`src/rtl/johnson_pkg.sv`:
```
// Shared types and constants for the Johnson code checker.
// Holds the FSM state type and the legal 4-bit code table.
package johnson_pkg;

  localparam int CODE_W = 4;
  localparam int IDX_W  = 3;
  localparam int N_CODE = 8;

  typedef enum logic [1:0] {
    HUNT    = 2'd0,
    LOCKING = 2'd1,
    LOCKED  = 2'd2
  } state_e;

  // Entry i is the code word whose sequence index is i.
  localparam logic [N_CODE-1:0][CODE_W-1:0] LEGAL_CODES = {
    4'b0001,
    4'b0011,
    4'b0111,
    4'b1111,
    4'b1110,
    4'b1100,
    4'b1000,
    4'b0000
  };

endpackage

```
`src/rtl/johnson_code_lut.sv`:
```
// Combinational decoder from a 4-bit Johnson word to {legal, idx}.
// Unlisted words decode as illegal with idx forced to zero.
module johnson_code_lut
  import johnson_pkg::*;
(
  input  logic [CODE_W-1:0] code,
  output logic              legal,
  output logic [IDX_W-1:0]  idx
);

  always_comb begin
    legal = 1'b0;
    idx   = '0;
    for (int i = 0; i < N_CODE; i++) begin
      if (code == LEGAL_CODES[i]) begin
        legal = 1'b1;
        idx   = IDX_W'(i);
      end
    end
  end

endmodule

```
`config.mk`:
```
export PLATFORM = sky130hd
export DESIGN_NAME = johnson_code_lut
export DESIGN_NICKNAME = d
export VERILOG_FILES = /design/src/rtl/johnson_pkg.sv /design/src/rtl/johnson_code_lut.sv
export SDC_FILE = /design/constraint.sdc
export NUM_CORES = 1
export LEC_CHECK = 0
export ABC_AREA = 1
export BUFFER_PORTS_ARGS = -buffer_cell sky130_fd_sc_hd__buf_4
export CAP_MARGIN = 20
export CORE_AREA = 2 2 39 41
export DETAILED_ROUTE_END_ITERATION = 16
export DIE_AREA = 0 0 41 43
export GPL_TIMING_DRIVEN = 1
export PLACE_DENSITY_LB_ADDON = 0.12
export SYNTH_ARGS = -nofsm -noshare
export SYNTH_HDL_FRONTEND = slang
export SYNTH_SLANG_ARGS = --single-unit
```
`constraint.sdc`:
```
create_clock -name vclk -period 1.6
set_clock_uncertainty 0.2 [all_clocks]
set_input_delay 0.32 -clock vclk [all_inputs]
set_output_delay 0.32 -clock vclk [all_outputs]
set_load 0.05 [all_outputs]
```
==> Word-level counts from Yosys, hierarchy flattened <==
Cells that the tools add are included.
{ "totals": {"wordCells": 23, "regBits": 0, "inputBits": 4, "output_inout_bits": 4} }
{ "op_classes": {"n_eq_ne": 7, "reduce_logical": 1, "mux": 15} }
{ "op_table": {"columns": ["operator", "n"], "rows": [
  ["3-bit 2-to-1 mux", 6],
  ["4-bit == test, second input constant", 4],
  ["1-bit 2-to-1 mux", 9],
  ["4-bit by 1-bit == test with 1-bit output, second input constant", 1],
  ["4-bit by 2-bit == test with 1-bit output, second input constant", 1],
  ["4-bit by 3-bit == test with 1-bit output, second input constant", 1],
  ["4-bit logical NOT", 1]
]} }

==> Logic depth before layout (Yosys ltp) <==
{ "depth": {"depth_word": 9, "mapped_depth": 4, "ltp_nobuf": 4} }

==> Worst setup path before layout <==
Ideal clock, no wire load.
{ "synth_path": {"kind": "input -> output", "startpoint": "in code[1]", "endpoint": "out idx[0]", "path_slack_ns": -0.057, "path_stages": 4, "arrival_ns": 1.137, "path_cell_list": "inv_1 nand2_1 nand2_1 nor2_1"} }
{ "synth_between": {"elab_chain_len": 8, "word_cells_on_any_way": 14} }
{ "synth_rtl": {"columns": ["item", "line_no", "source"], "rows": [
  ["start, declared", "johnson_code_lut.sv:6", "input logic [CODE_W-1:0] code,"],
  ["4-bit == test", "johnson_code_lut.sv:15", "if (code == LEGAL_CODES[i]) begin"],
  ["1-bit 2-to-1 mux", "johnson_code_lut.sv:15", null],
  ["3-bit 2-to-1 mux (5 in series)", "johnson_code_lut.sv:15", null],
  ["3-bit 2-to-1 mux *", "johnson_code_lut.sv:15", null],
  ["end, declared", "johnson_code_lut.sv:8", "output logic [IDX_W-1:0] idx"]
]} }
Mark *: on every way between the ends. The rest lies on a longest branch, timed or not.

==> Worst setup path after layout <==
{ "layout_path": {"startpoint": "in code[2]", "endpoint": "out idx[0]"} }
The elaborated chain is that of the path after synthesis.

==> flow_summary_export.csv <==
group,metric,value,unit
yosys,yosys-top-cells-area,"nand2_1, inv_1, nor2_1",
sta,setup-tns-final,0,ns
route,drt-total-wl,263,µm
final_layout,fin_nets,35,
pwr,ir_drop,64.1,µV
yosys,syn_area,91.3,µm²
floorplanning,coreArea,1380,µm²
final_layout,nClkBuffers,0,
min_path,min_from,"code[1]",
final_layout,drive_gt1_share,44.8,%
yosys,synth_common_cells,"nand2_1, inv_1, nor2_1, nand3_1",
final_layout,area_growth_syn_to_layout,93.1,%
final_layout,seq_cells,0,
route,wire_per_inst,5.84,µm
setup_path,crit_fanout,5,
pwr,power_switching,51.3,µW
setup_path,required,1.08,ns
sta,fmax,699,MHz
grt,grt_start_max_net_pins,6,
yosys,ys_seq_area_share,0,%
outcome,status,"finished clean",
yosys,syn_avg_cell_area,4.35,µm²
setup_path,setup.worst_path.end_class,"output pin",
pwr,p_per_area,438,nW/µm²
setup_path,critical_path.startpoint,"code[2]",
clock_network,postCtsSetupBuffers,0,
floorplanning,io_pins,8,
clock_network,cts_hold_buf,0,
grt,antenna_found_initial,0,
yosys,synth_area_leader_cell,"nand2_1",
job,cap_violations,0,
placed_design,io_buffers,8,
floorplanning,design.die.area,1760,µm²
route,drc_errors,0,
floorplanning,die_y,43,µm
min_path,hold_class,"in -> out",
yosys,synth_warnings,0,
floorplanning,core.rowCount,14,
grt,grt_pass1_vias,132,
sta,slew_headroom,89.2,%
pwr,power_frac_clock,0,%
setup_path,path_class,"in -> out",
pwr,p_comb_share,100.0,%
grt,grt_pass1_wl,483,µm
grt,track_usage,3.50,%
placed_design,place_congestion,0.657,
grt,grt.overflow.total,0,
sta,setup_violations,0,
floorplanning,die_w,41,µm
sta,rsz0062_at_grt,"false",
final_layout,regArea,0,µm²
sta,hold_viol_final,0,
yosys,synth_top_area_share,37.0,%
route,via_per_inst,3.22,
setup_path,start_kind,"input pin",
sta,final_max_slew_viol_count,0,
route,drtIter0Drc,0,
sta,worst_pin_slew,0.161,ns
yosys,syn_nets,25,
yosys,syn-instance-count,21,
sta,period_minus_slack,1.43,ns
pwr,p_leak,0.000103,µW
pwr,seqPwrFrac,0,%
pwr,swShare,66.4,%
route,vias,145,
final_layout,antenna_cells,0,
pwr,p_int,26.0,µW
setup_path,crit_arrival,0.91,ns
placed_design,dpl.hpwl,242,µm
clock_network,cts_resized,0,
route,firstDrtPassIters,1,
final_layout,fillers,164,
yosys,yosysUniqueCellTypes,8,
route,postRouteAntennaNets,0,
sta,hold_slack,0.855,ns
sta,finalCritPeriodShare,89.5,%
floorplanning,initial_core_util,6.60,%
yosys,yosysMostFrequentCell,"nand2_1",
-- layout by cell type, fill, tap and decap left out --
cell / count
nand2_2: 1
nor2_1: 1
nand3_1: 2
nand2_1: 9
buf_4: 8
nor2_2: 3
xnor2_1: 1
inv_1: 3
inv_2: 1
-- cell families after synthesis --
group,count (synthesis),share of synthesized area (%)
buffers and inverters,4,16.4
xor gates and xnor gates,1,9.59
and+or+nand+nor,16,74.0
-- power by group through the flow --
stage	Combinational [µW]	Clock (µW)	Sequential (µW)
after floorplan	50.5	0	0
after global routing	84.3	0	0
after CTS	78.4	0	0
final	77.3	0	0
after detailed placement	78.3	0	0
after global placement	78.9	0	0
-- worst paths after layout --
path,end,depth (start not counted),slack [ns]
hold / removal,legal,5,0.85
setup / recovery,idx[0],5,0.17
-- metrics by stage --
step / power, µW / instance area [µm²] / setup slack [ns] / utilization (%) / cells
after floorplan: 50.5 / 96.3 / 0.156 / - / 21
after global placement: 78.9 / 176 / 0.157 / 12.7 / 45
after detailed placement: 78.3 / 176 / 0.163 / 12.7 / 45
final: 77.3 / 176 / 0.169 / 12.7 / 45
after global routing: 84.3 / 176 / 0.105 / 12.7 / 45
after CTS: 78.4 / 176 / 0.164 / 12.7 / 45
-- layer usage --
metal | track usage, % | wire, µm | vias to the layer above
met3 | 0 | 33 | 0
met2 | 5.31 | 95 | 6
met1 | 5.70 | 134 | 60
met5 | 0 | 0 | -
met4 | 0 | 0 | 0
li1 | - | - | 79
-- critical path: stages --
cell	delay (ns)
buf_4	0.13
nand2_1	0.10
nand2_1	0.07
nor2_2	0.09
buf_4	0.19
-- layout make-up --
type	instances	area (µm²)	area share, %
multi-input cells	17	81.3	46.1
well taps	16	20.0	11.3
inverters	4	15.0	8.51
repair buffers	8	60.1	34.0
Power figures use the tool's default switching activity.
